`config.mk`:
```
export PLATFORM = sky130hd
export DESIGN_NAME = board_display
export DESIGN_NICKNAME = d
export VERILOG_FILES = /design/src/rtl/board_display.sv
export SDC_FILE = /design/constraint.sdc
export NUM_CORES = 1
export LEC_CHECK = 0
export ABC_AREA = 1
export CORE_ASPECT_RATIO = 1.5
export CORE_MARGIN = 3
export CORE_UTILIZATION = 35
export DETAILED_ROUTE_END_ITERATION = 6
export DONT_BUFFER_PORTS = 1
export SKIP_CTS_REPAIR_TIMING = 1
export SLEW_MARGIN = 20
export SYNTH_ARGS = -nofsm -noshare
export SYNTH_HDL_FRONTEND = slang
export SYNTH_SLANG_ARGS = --single-unit
```
`constraint.sdc`:
```
create_clock -name clk_in -period 2.7 [get_ports clk_in]
set_input_delay 0.27 -clock clk_in [delete_from_list [all_inputs] [get_ports clk_in]]
set_output_delay 0.27 -clock clk_in [all_outputs]
set_load 0.01 [all_outputs]
```
`src/rtl/board_display.sv`:
```
// rtl/board_display.sv - scans the board BRAM in step with the XVGA counters and renders cells, border and cursor.
module board_display #(
  parameter int BOARD_SIZE   = 256,
  parameter int WORD_SIZE    = 16,
  parameter int LOG_MAX_ADDR = 12,
  parameter int CELL_SHIFT   = 1,
  parameter int X0           = 256,
  parameter int Y0           = 128,
  parameter int READ_LATENCY = 2
) (
  input  logic                          clk_in,
  input  logic                          rst_in,
  input  logic [10:0]                   hcount_in,
  input  logic [9:0]                    vcount_in,
  input  logic                          hsync_in,
  input  logic                          vsync_in,
  input  logic                          blank_in,
  input  logic [WORD_SIZE-1:0]          data_r_in,
  input  logic [$clog2(BOARD_SIZE)-1:0] cursor_x_in,
  input  logic [$clog2(BOARD_SIZE)-1:0] cursor_y_in,
  output logic [LOG_MAX_ADDR-1:0]       addr_r_out,
  output logic [11:0]                   pixel_out,
  output logic                          hsync_out,
  output logic                          vsync_out,
  output logic                          blank_out,
  output logic                          frame_done_out
);
  localparam int CELL_W = $clog2(BOARD_SIZE);
  localparam int IDX_W  = $clog2(WORD_SIZE);
  localparam logic [10:0] SPAN   = 11'(BOARD_SIZE << CELL_SHIFT);
  localparam logic [9:0]  DONE_V = 10'(Y0 + (BOARD_SIZE << CELL_SHIFT));

  typedef struct packed {
    logic [IDX_W-1:0] idx;
    logic             in_board;
    logic             cursor_hit;
    logic             hsync;
    logic             vsync;
    logic             blank;
  } side_t;

  localparam side_t SIDE_RESET = '{idx: '0, in_board: 1'b0, cursor_hit: 1'b0,
                                   hsync: 1'b0, vsync: 1'b0, blank: 1'b1};

  logic [10:0]       px, py;
  logic              in_board;
  logic [CELL_W-1:0] cell_x, cell_y;
  side_t             stage_a;
  side_t             side [READ_LATENCY+1];
  logic              alive;
  logic              armed, done_hit, done_q;

  // Coordinates left of / above the board wrap to large values and fail the range test.
  assign px       = hcount_in - 11'(X0);
  assign py       = {1'b0, vcount_in} - 11'(Y0);
  assign in_board = (px < SPAN) && (py < SPAN);
  assign cell_x   = px[CELL_SHIFT +: CELL_W];
  assign cell_y   = py[CELL_SHIFT +: CELL_W];

  always_comb begin
    stage_a            = SIDE_RESET;
    stage_a.idx        = cell_x[IDX_W-1:0];
    stage_a.in_board   = in_board;
    stage_a.cursor_hit = in_board && (cell_x == cursor_x_in) && (cell_y == cursor_y_in);
    stage_a.hsync      = hsync_in;
    stage_a.vsync      = vsync_in;
    stage_a.blank      = blank_in;
  end

  // MSB of the word is the leftmost cell, so bit WORD_SIZE-1-idx is simply ~idx.
  assign alive    = data_r_in[~side[READ_LATENCY].idx];
  assign done_hit = armed && (hcount_in == 11'd0) && (vcount_in == DONE_V);

  always_ff @(posedge clk_in) begin
    if (rst_in) begin
      addr_r_out     <= '0;
      pixel_out      <= 12'h000;
      hsync_out      <= 1'b0;
      vsync_out      <= 1'b0;
      blank_out      <= 1'b1;
      frame_done_out <= 1'b0;
      done_q         <= 1'b0;
      armed          <= 1'b1;
      for (int i = 0; i <= READ_LATENCY; i++) side[i] <= SIDE_RESET;
    end else begin
      if (in_board)
        addr_r_out <= LOG_MAX_ADDR'({cell_y, cell_x[CELL_W-1:IDX_W]});
      side[0] <= stage_a;
      for (int i = 1; i <= READ_LATENCY; i++) side[i] <= side[i-1];

      hsync_out <= side[READ_LATENCY].hsync;
      vsync_out <= side[READ_LATENCY].vsync;
      blank_out <= side[READ_LATENCY].blank;
      if (side[READ_LATENCY].blank)
        pixel_out <= 12'h000;
      else if (!side[READ_LATENCY].in_board)
        pixel_out <= 12'h333;
      else if (side[READ_LATENCY].cursor_hit && alive)
        pixel_out <= 12'hF80;
      else if (side[READ_LATENCY].cursor_hit)
        pixel_out <= 12'hF00;
      else if (alive)
        pixel_out <= 12'hFFF;
      else
        pixel_out <= 12'h000;

      // One pulse per frame: disarm on the pulse, re-arm when the next frame starts at line 0.
      done_q         <= done_hit;
      frame_done_out <= done_q;
      if (done_hit)
        armed <= 1'b0;
      else if (vcount_in == 10'd0)
        armed <= 1'b1;
    end
  end
endmodule

```
==> results of run 1 <==
[flip-flops by register name (all words and copies together), names as in the netlist]
| register | cells |
|---|---|
| addr_r_out | 12 |
| side | 27 |
| hsync_out | 1 |
| blank_out | 1 |
| done_q | 1 |
| armed | 1 |
| vsync_out | 1 |
| frame_done_out | 1 |
| pixel_out | 5 |
[worst register-to-register path, stage by stage (launching register included)]
cell	delay (ns)
dfxtp_1	0.52
inv_4	0.09
nand2_1	0.07
nand2_1	0.04
nand2_1	0.06
nand3_1	0.07
nand3_1	0.09
nand3_1	0.11
nor2_1	0.11
nor2_1	0.04
[power by group through the flow]
stage | registers, mW | clock network (mW) | logic (mW)
after floorplan | 0.801 | 0 | 0.104
after global placement | 0.806 | 0 | 0.107
after detailed placement | 0.807 | 0 | 0.109
after CTS | 0.789 | 0.542 | 0.109
after global routing | 0.793 | 0.571 | 0.126
final | 0.788 | 0.520 | 0.107
[cell usage after synthesis]
cell      number  share of area
nand3_1       18          0.042
inv_4          1         0.0029
nand4_2        1         0.0059
nand2_1       32          0.056
xnor2_1       10          0.041
or2_2          3         0.0088
o21ai_1        7          0.016
nor3_2         2         0.0094
nor4_1         2         0.0059
xor2_1         4          0.016
dfxtp_1       50           0.47
buf_6          2          0.011
o21ai_0        4         0.0094
o22ai_1        1         0.0029
or2_0          1         0.0029
o21ai_2        1         0.0041
inv_1         69           0.12
ha_1           3          0.018
clkbuf_1       2         0.0035
and3_1         1         0.0029
a21oi_1        9          0.021
nor3_1         1         0.0023
nor2_1        38          0.067
nand4_1        3         0.0088
buf_4          8          0.028
a21oi_2        4          0.016
buf_2          2         0.0047
[final cells by class]
cell class / instances / area, um^2
sequential: 50 / 1000
multi-input combinational: 145 / 763
clock inverter: 1 / 30.0
clock buffer: 6 / 82.6
inverter: 70 / 265
fill: 618 / 3600
tap: 72 / 90.1
[metrics by stage]
step           std cells  cell area, um^2  setup slack (ns)  hold slack, ns  utilization
5_1_grt              344             2230             0.993         0.00847        0.383
3_5_place_dp         337             2120             0.785           0.340        0.364
4_1_cts              344             2230              1.10          0.0106        0.383
3_3_place_gp         337             2120             0.854           0.338        0.364
2_1_floorplan        279             2130              1.35           0.350            -
6_report             344             2230              1.11          0.0263        0.383
[path summary, 6_finish.rpt]
check,end,slack [ns],cells after the start
max,addr_r_out[10]$_SDFFE_PP0P_,1.11,6
min,addr_r_out[11]$_SDFFE_PP0P_,0.03,1
max reg2reg,pixel_out[8]$_SDFF_PP0_,1.40,9
min reg2reg,side[0][16]$_SDFF_PP0_,0.40,2
[cell families after synthesis]
logic type               after synthesis
flip-flops                            50
XOR/XNOR                              14
AND/OR/NAND/NOR                      102
AO/OA/AOI/OAI                         26
adder cells (fa/ha/maj)                3
buffers and inverters                 84
[layer usage]
| layer | wire (um) | vias to the layer above |
|---|---|---|
| li1 | - | 805 |
| met1 | 1300 | 604 |
| met2 | 1840 | 74 |
| met3 | 426 | 7 |
| met4 | 68 | 0 |
| met5 | 0 | - |
==> metrics.txt, run 1 <==
I/O Buffers 0; Overall Global Routing Usage 0.106; share of total power consumed by net switching 0.216; compound-gate portion of the synthesized area 0.0705; core region area 0.00583 mm^2; worst-skew pair later-pin latency 0.29 ns; first-pass GRT wire length 5900 um; Adder-Cell Fraction of Synth Area 0.0176; maximum net fanout on the critical path 25; area share of xor/xnor cells in the synthesized design 0.0576; peak supply drop 0.297 mV; sum of negative setup slack 0 ns; hold path startpoint rst_in; fmax 629 MHz; crit-path max cell delay 0.50 ns; normalized max-slew margin 0.582; total via count in the routed design 1,490; detailed-route wire length per cell 10.6 um; Leakage Power 0.996 nW; Data required, critical path 2.86 ns; most frequent standard cell in the layout excluding fill and tap cells inv_1; Tmin final 1.59 ns; vias in the first global route 1,369; Design Power 1.42 mW; Starting Density 0.365; count of buffer and inverter cells on the critical path 1; proportion of synthesized area in mux cells 0; global route hottest layer met2; Critical Path Most Common Cell ha_1; Switching Power 306 uW; post-detailed-placement half-perimeter wirelength 2870 um; outcome completed; class of the worst hold path input pin to flop; area of the mapped netlist 0.00213 mm^2; worst setup path class input pin to flop; number of detailed-route iterations in the first pass 4; clock buffer depth 2; post-synthesis share of cell area spent on and, or, nand and nor gates 0.213; proportion of power drawn by flip-flops and latches 0.557; area added between synthesis and finish 4.82%; commonest cells after routing, fill and taps aside inv_1, dfxtp_1, nor2_1; slowest library cell on the worst path nand4_2; Critical Path Start hcount_in[8]; Residual DRC 0; largest family of logic cells by synthesized area simple AND/OR/NAND/NOR gates; Post-Syn Instances 279; sequential-to-total area share from yosys stat 0.470; unrepaired setup endpoints after global routing no; arrival time worst endpoint 1.76 ns; buffer cell driving the clock tree root clkbuf_8; worst setup skew after layout 0.00801 ns; Period Utilization, post-route 0.589; Final Setup Violations 0; power per standard cell area 634 mW/mm^2; post-synthesis net count 340; type of origin of the critical path input pin; worst reg2reg startpoint side[0][23]$_SDFF_PP0_; x dimension of the die 69.7 um; clock network fraction of design power 0.367; area of the die 0.00708 mm^2; family with the most delay on the worst path simple AND/OR/NAND/NOR gates; Critical Path, Cell by Cell inv_1 > ha_1 > ha_1 > nand4_2 > o21ai_0 > a21oi_2; category of the worst setup path capture point flop; vertical die dimension 102 um; count of routing violations after the opening detailed-route iteration 19; clock buffer count from CTS 5; final net count 333; number of antenna repair diodes 0; number of clock sinks 50; met1 usage 0.101; total grt overflow 0; number of flip-flops and latches in the synthesized netlist 50; logic gate share of total power 0.076; fraction of met3 tracks used by global routing 0.0506; H-tree depth 2; Netlist cell types 27; Pint 1.11 mW; TritonCTS clock tree built; initial antenna violation count 0; Max Cap Viol 0; slew at the pin with the worst max-slew slack 0.625 ns; total count of hold-check failures in the final report 0; gp weighted congestion 0.846; wire length reported by the detailed router 3640 um; largest net degree at the start of global routing 34; Vias per Instance 4.33; remaining number of nets flagged by the antenna check after routing 0; total number of yosys warnings 0; Clock Pin Slew Worst Setup and Hold Paths 0.09 ns; Mapped Avg Cell Area 7.63 um^2; fraction of layout instances using a drive strength above 1 0.0699; number of max-slew violations in the final report 0; Rows 34; grt met2 use 0.194; Ports 86
No activity file was read; power rests on OpenSTA's default activity.
==> inputs of run 2 (changes only) <==
- ABC_AREA: 1 -> 0
- clock period: 2.7 -> 1.6 ns (I/O delays scaled with it)
==> metrics.txt, run 2 <==
outcome complete, but fails checks; failing checks setup timing; Residual DRC 0 (unchanged); post-detailed-placement half-perimeter wirelength 2740 um (-4.7%); maximum net fanout on the critical path 3 (-88%); gp weighted congestion 0.719 (-15%); number of clock sinks 50 (unchanged); Design Power 2.42 mW (+71%); Critical Path, Cell by Cell mux4_2 > mux4_2 > nor2b_4 > nor2b_4; clock buffer count from CTS 5 (unchanged); largest registers side x27, addr_r_out x12, pixel_out x5; number of synthesized flops with an enable pin 0 (unchanged); unrepaired setup endpoints after global routing yes; post-synthesis net count 251 (-26%); vertical die dimension 97.8 um (-3.6%); setup slack at placement -0.131 ns (-0.916 ns); TritonCTS clock tree built; number of antenna repair diodes 0 (unchanged); H-tree depth 2 (unchanged); category of the worst setup path capture point flop; total count of hold-check failures in the final report 0 (unchanged); Clock Pin Slew Worst Setup and Hold Paths 0.09 ns (about the same); most numerous cell in the Yosys netlist dfxtp_1; number of flip-flops and latches in the synthesized netlist 50 (unchanged); cell types with the highest counts after synthesis dfxtp_1, nor2b_1, a21oi_1, xor2_1, o21ai_0; count of buffer and inverter cells on the critical path 0 (-1); slowest library cell on the worst path mux4_2; area of the die 0.00658 mm^2 (-7.0%); normalized max-slew margin 0.725 (+0.143); area added between synthesis and finish 15.4%; area of the multi-input gates 853 um^2 (+12%); total via count in the routed design 1,365 (-8.4%); top_reg_cell synth dfxtp_1; x dimension of the die 67.2 um (-3.5%); worst-skew pair later-pin latency 0.30 ns (about the same); Max Cap Viol 0 (unchanged); Rows 32 (-5.9%); family with the most delay on the worst path multiplexers; Mapped Avg Cell Area 10.4 um^2 (+36%); buffer cell driving the clock tree root clkbuf_8; number of detailed-route iterations in the first pass 4 (unchanged); slew at the pin with the worst max-slew slack 0.408 ns (-0.217 ns); Starting Density 0.372 (+0.00700); power per standard cell area 1060 mW/mm^2 (+68%); register name with the most flops side; final net count 263 (-21%); commonest cells after routing, fill and taps aside dfxtp_1, nor2b_1, xor2_1, a21oi_1, dlygate4sd3_1; number of filler instances in the final layout 518 (-16%); Leakage Power 0.843 nW (-15%); Period Utilization, post-route 1.09; largest net degree at the start of global routing 46 (+35%); Post-Syn Instances 190 (-32%); sequential-to-total area share from yosys stat 0.509 (+0.0385); arrival time worst endpoint 1.95 ns (+0.19 ns); remaining number of nets flagged by the antenna check after routing 0 (unchanged); number of max-slew violations in the final report 0 (unchanged); area share of the leading cell type in the synthesized netlist 0.509 (+0.0385); Netlist cell types 29 (+7.4%); area of the mapped netlist 0.00197 mm^2 (-7.6%); crit-path max cell delay 0.52 ns (+0.02 ns); I/O Buffers 0 (unchanged); peak supply drop 0.518 mV (+74%); Vias per Instance 5.04 (+16%); type of origin of the critical path flop; total number of yosys warnings 0 (unchanged); count of routing violations after the opening detailed-route iteration 34 (+15); Reg area 0.00101 mm^2 (+0.50%); detailed-route wire length per cell 14.4 um (+36%); post-layout instance area 0.00227 mm^2 (+1.7%); Placement Cell Area 0.00200 mm^2 (-5.7%); top cell type by total area after synthesis dfxtp_1; Largest register FFs 27 (unchanged); Overall Global Routing Usage 0.115 (+0.00863); Ports 86 (unchanged); wire length reported by the detailed router 3910 um (+7.5%); Tmin final 1.75 ns; largest cells by area after synthesis dfxtp_1, nor2b_1, xor2_1; Data required, critical path 1.80 ns (-1.06 ns); Final Setup Violations 5 (+5); FFs w/ async S/R, synth 0 (unchanged); worst setup path class flop to flop; most frequent standard cell in the layout excluding fill and tap cells dfxtp_1; fraction of layout instances using a drive strength above 1 0.143 (+0.0730); clock buffer depth 2 (unchanged); first-pass GRT wire length 5730 um (-2.8%); total grt overflow 0 (unchanged); vias in the first global route 1,287 (-6.0%); initial antenna violation count 0 (unchanged); fmax 571 MHz; core region area 0.00529 mm^2 (-9.3%); worst-case setup margin in the final layout -0.150 ns (-1.26 ns); worst setup skew after layout 0.00698 ns (-0.00104 ns); class of the worst hold path input pin to flop
run 2: cell types whose count changed after synthesis, sizes merged, moves of 2 or more:
cell | before | now
buf | 12 | 8
mux4 | 0 | 5
nand2 | 32 | 4
nand4 | 4 | 1
inv | 70 | 6
nor2b | 0 | 27
a211oi | 0 | 3
nor4 | 2 | 7
o21ai | 12 | 10
nand3 | 18 | 9
xor2 | 4 | 13
nor2 | 38 | 8
clkbuf | 2 | 6
xnor2 | 10 | 3
run 2: area by class of cell:
class	instances	share of cell area
repair buffers	19	0.0826
flip-flops and latches	50	0.443
inverters	6	0.00992
well taps	68	0.0375
clock inverters	3	0.0209
multi-input cells	120	0.376
clock buffers	5	0.0303
run 2: cell families after synthesis:
group           count (synthesis)  synth area share
compound gates                 29            0.0807
xor+xnor                       16            0.0712
fa+ha+maj                       3            0.0191
buf+inv                        20            0.0521
flops                          50             0.509
mux                             5            0.0648
simple gates                   67             0.203
run 2: routing by layer:
metal  wire, um  up-vias  track usage
met5          0        -            0
met3        519       10       0.0575
met4         76        0       0.0516
met1       1370      608        0.122
met2       1940       86        0.186
li1           -      661            -
run 2: through the flow:
stage	hold WS (ns)	util	cells	TNS, ns
floorplan	0.257	-	190	-0.169
global placement	0.233	0.378	249	-0.283
detailed placement	0.232	0.378	249	-0.406
CTS	-0.102	0.400	257	-0.523
global route	0.00198	0.430	271	-0.728
finish	0.00194	0.430	271	-0.503
run 2: worst paths after layout:
kind	from	end	slack, ns	depth (start not counted)
worst max-delay path	side[0][25]$_SDFF_PP0_	pixel_out[3]$_SDFF_PP0_	-0.15	4
worst min register to register	side[0][9]$_SDFF_PP1_	side[0][18]$_SDFF_PP1_	0.41	1
worst max register to register	side[0][25]$_SDFF_PP0_	pixel_out[3]$_SDFF_PP0_	-0.15	4
worst min-delay path	vcount_in[6]	addr_r_out[9]$_SDFFE_PP0P_	0.002	2
run 2: power breakdown:
part | internal, mW | leakage [nW] | switching (mW) | total [mW]
clock network | 0.474 | 0.0587 | 0.420 | 0.894
logic | 0.115 | 0.376 | 0.103 | 0.218
registers | 1.28 | 0.409 | 0.0244 | 1.31
==> inputs of run 3 (changes only) <==
==> constraint.sdc (replaced) <==
create_clock -name clk_in -period 1.6 [get_ports clk_in]
set_input_delay 0.24 -clock clk_in [delete_from_list [all_inputs] [get_ports clk_in]]
set_output_delay 0.24 -clock clk_in [all_outputs]
set_load 0.01 [all_outputs]
==> metrics.txt, run 3 (same netlist as run 2, synthesis figures left out) <==
outcome complete, but fails checks; failing checks setup timing; number of filler instances in the final layout 548 (+5.8%); category of the worst setup path capture point flop; commonest cells after routing, fill and taps aside dfxtp_1, nor2b_1, xor2_1, a21oi_1, o21ai_0; type of origin of the critical path flop; clock buffer depth 2 (unchanged); total count of hold-check failures in the final report 0 (unchanged); area of the multi-input gates 856 um^2 (+0.29%); crit-path max cell delay 0.52 ns (about the same); core region area 0.00529 mm^2 (unchanged); class of the worst hold path input pin to flop; peak supply drop 0.388 mV (-25%); Design Power 2.27 mW (-6.0%); Period Utilization, post-route 1.08 (-0.0128); number of max-slew violations in the final report 0 (unchanged); largest net degree at the start of global routing 46 (unchanged); power per standard cell area 1060 mW/mm^2 (-0.19%); total via count in the routed design 1,298 (-4.9%); Starting Density 0.372 (unchanged); wire length reported by the detailed router 3820 um (-2.1%); Rows 32 (unchanged); slew at the pin with the worst max-slew slack 0.878 ns (+0.470 ns); worst-skew pair later-pin latency 0.30 ns (about the same); remaining number of nets flagged by the antenna check after routing 0 (unchanged); number of antenna repair diodes 0 (unchanged); slowest library cell on the worst path mux4_2; number of clock sinks 50 (unchanged); endpoint of the worst register-to-register path pixel_out[3]$_SDFF_PP0_; TritonCTS clock tree built; buffer cell driving the clock tree root clkbuf_8; post-layout instance area 0.00214 mm^2 (-5.8%); initial antenna violation count 0 (unchanged); cell depth of the worst flop-to-flop path 4 (unchanged); clock buffer count from CTS 5 (unchanged); Max Cap Viol 0 (unchanged); critical path endpoint pixel_out[3]$_SDFF_PP0_; WHS 0.0223 ns (+0.0204 ns); normalized max-slew margin 0.413 (-0.313); Leakage Power 0.782 nW (-7.3%); Residual DRC 0 (unchanged); Overall Global Routing Usage 0.117 (+0.00220); vias in the first global route 1,348 (+4.7%); final net count 252 (-4.2%); detailed-route wire length per cell 14.7 um (+2.0%); Largest register FFs 27 (unchanged); arrival time worst endpoint 1.93 ns (-0.02 ns); post-detailed-placement half-perimeter wirelength 2780 um (+1.6%); Placement Cell Area 0.00200 mm^2 (unchanged); maximum net fanout on the critical path 3 (unchanged); worst reg2reg startpoint side[0][25]$_SDFF_PP0_; unrepaired setup endpoints after global routing yes; fraction of layout instances using a drive strength above 1 0.151 (+0.00818); count of buffer and inverter cells on the critical path 0 (unchanged); setup slack at placement -0.133 ns (-0.00207 ns); total grt overflow 0 (unchanged); worst setup skew after layout 0.00716 ns (+0.000180 ns); Ports 86 (unchanged); Critical Path, Cell by Cell mux4_2 > mux4_2 > nor2b_4 > nor2b_4; worst setup path class flop to flop; number of detailed-route iterations in the first pass 3 (-1); most frequent standard cell in the layout excluding fill and tap cells dfxtp_1; x dimension of the die 67.2 um (unchanged); Data required, critical path 1.80 ns (about the same); register name with the most flops side; I/O Buffers 0 (unchanged); count of routing violations after the opening detailed-route iteration 15 (-56%); Critical Path Start side[0][25]$_SDFF_PP0_; reg-to-reg setup timing slack -0.13 ns (+0.02 ns); Final Setup Violations 5 (unchanged); H-tree depth 2 (unchanged); family with the most delay on the worst path multiplexers; Vias per Instance 4.99 (-0.89%); worst-case setup margin in the final layout -0.130 ns (+0.0205 ns); area added between synthesis and finish 8.65%; largest registers side x27, addr_r_out x12, pixel_out x5; instance count on the critical path 4 (unchanged); Clock Pin Slew Worst Setup and Hold Paths 0.09 ns (about the same); first-pass GRT wire length 5840 um (+1.9%); Tmin final 1.73 ns (-0.0205 ns); Reg area 0.00101 mm^2 (+0.25%); fmax 578 MHz (+1.2%); gp weighted congestion 0.721 (+0.22%); vertical die dimension 97.8 um (unchanged); area of the die 0.00658 mm^2 (unchanged)
==> run 3: changes by cell type in the layout (fill, tap and decap cells not counted), sizes merged <==
cell	before	now
bufinv	1	0
clkinv	1	0
clkinvlp	0	1
buf	6	5
clkbuf	5	6
dlygate4sd3	13	3
==> run 3: worst min-delay path by stage <==
stage	startpoint	end	cells after the start
4_1_cts	rst_in	side[0][26]$_SDFF_PP0_	1
3_5_place_dp	rst_in	side[0][26]$_SDFF_PP0_	1
5_1_grt	hcount_in[8]	addr_r_out[3]$_SDFFE_PP0P_	1
2_1_floorplan	vcount_in[7]	addr_r_out[10]$_SDFFE_PP0P_	1
3_3_place_gp	rst_in	side[0][25]$_SDFF_PP0_	1
6_report	vcount_in[7]	addr_r_out[10]$_SDFFE_PP0P_	1
==> run 3: area by class of cell <==
class | instances | area share
clock buffers | 6 | 0.0386
clock inverters | 2 | 0.00761
inverters | 6 | 0.0105
multi-input cells | 120 | 0.400
flip-flops and latches | 50 | 0.472
well taps | 68 | 0.0398
repair buffers | 8 | 0.0316
==> run 3: worst reg2reg max path, stage by stage, from the launching register on <==
cell     delay [ns]
dfxtp_4        0.37
mux4_2         0.49
mux4_2         0.52
nor2b_4        0.15
nor2b_4        0.11
==> run 3: report_power, final <==
part / switching, mW / total [mW] / internal (mW)
logic: 0.0953 / 0.190 / 0.0943
clock network: 0.422 / 0.778 / 0.356
registers: 0.0243 / 1.30 / 1.28
==> run 3: per-layer routing <==
metal	wire length (um)	up-vias	GRT usage
met1	1310	576	0.117
li1	-	641	-
met3	497	4	0.0564
met4	51	0	0.0469
met5	0	-	0
met2	1970	77	0.202
==> run 3: metrics by stage <==
| step | std cells | TNS [ns] | util |
|---|---|---|---|
| global route | 260 | -0.645 | 0.405 |
| CTS | 257 | -0.478 | 0.397 |
| finish | 260 | -0.335 | 0.405 |
| global placement | 249 | -0.289 | 0.378 |
| detailed placement | 249 | -0.444 | 0.378 |
| floorplan | 190 | -0.169 | - |
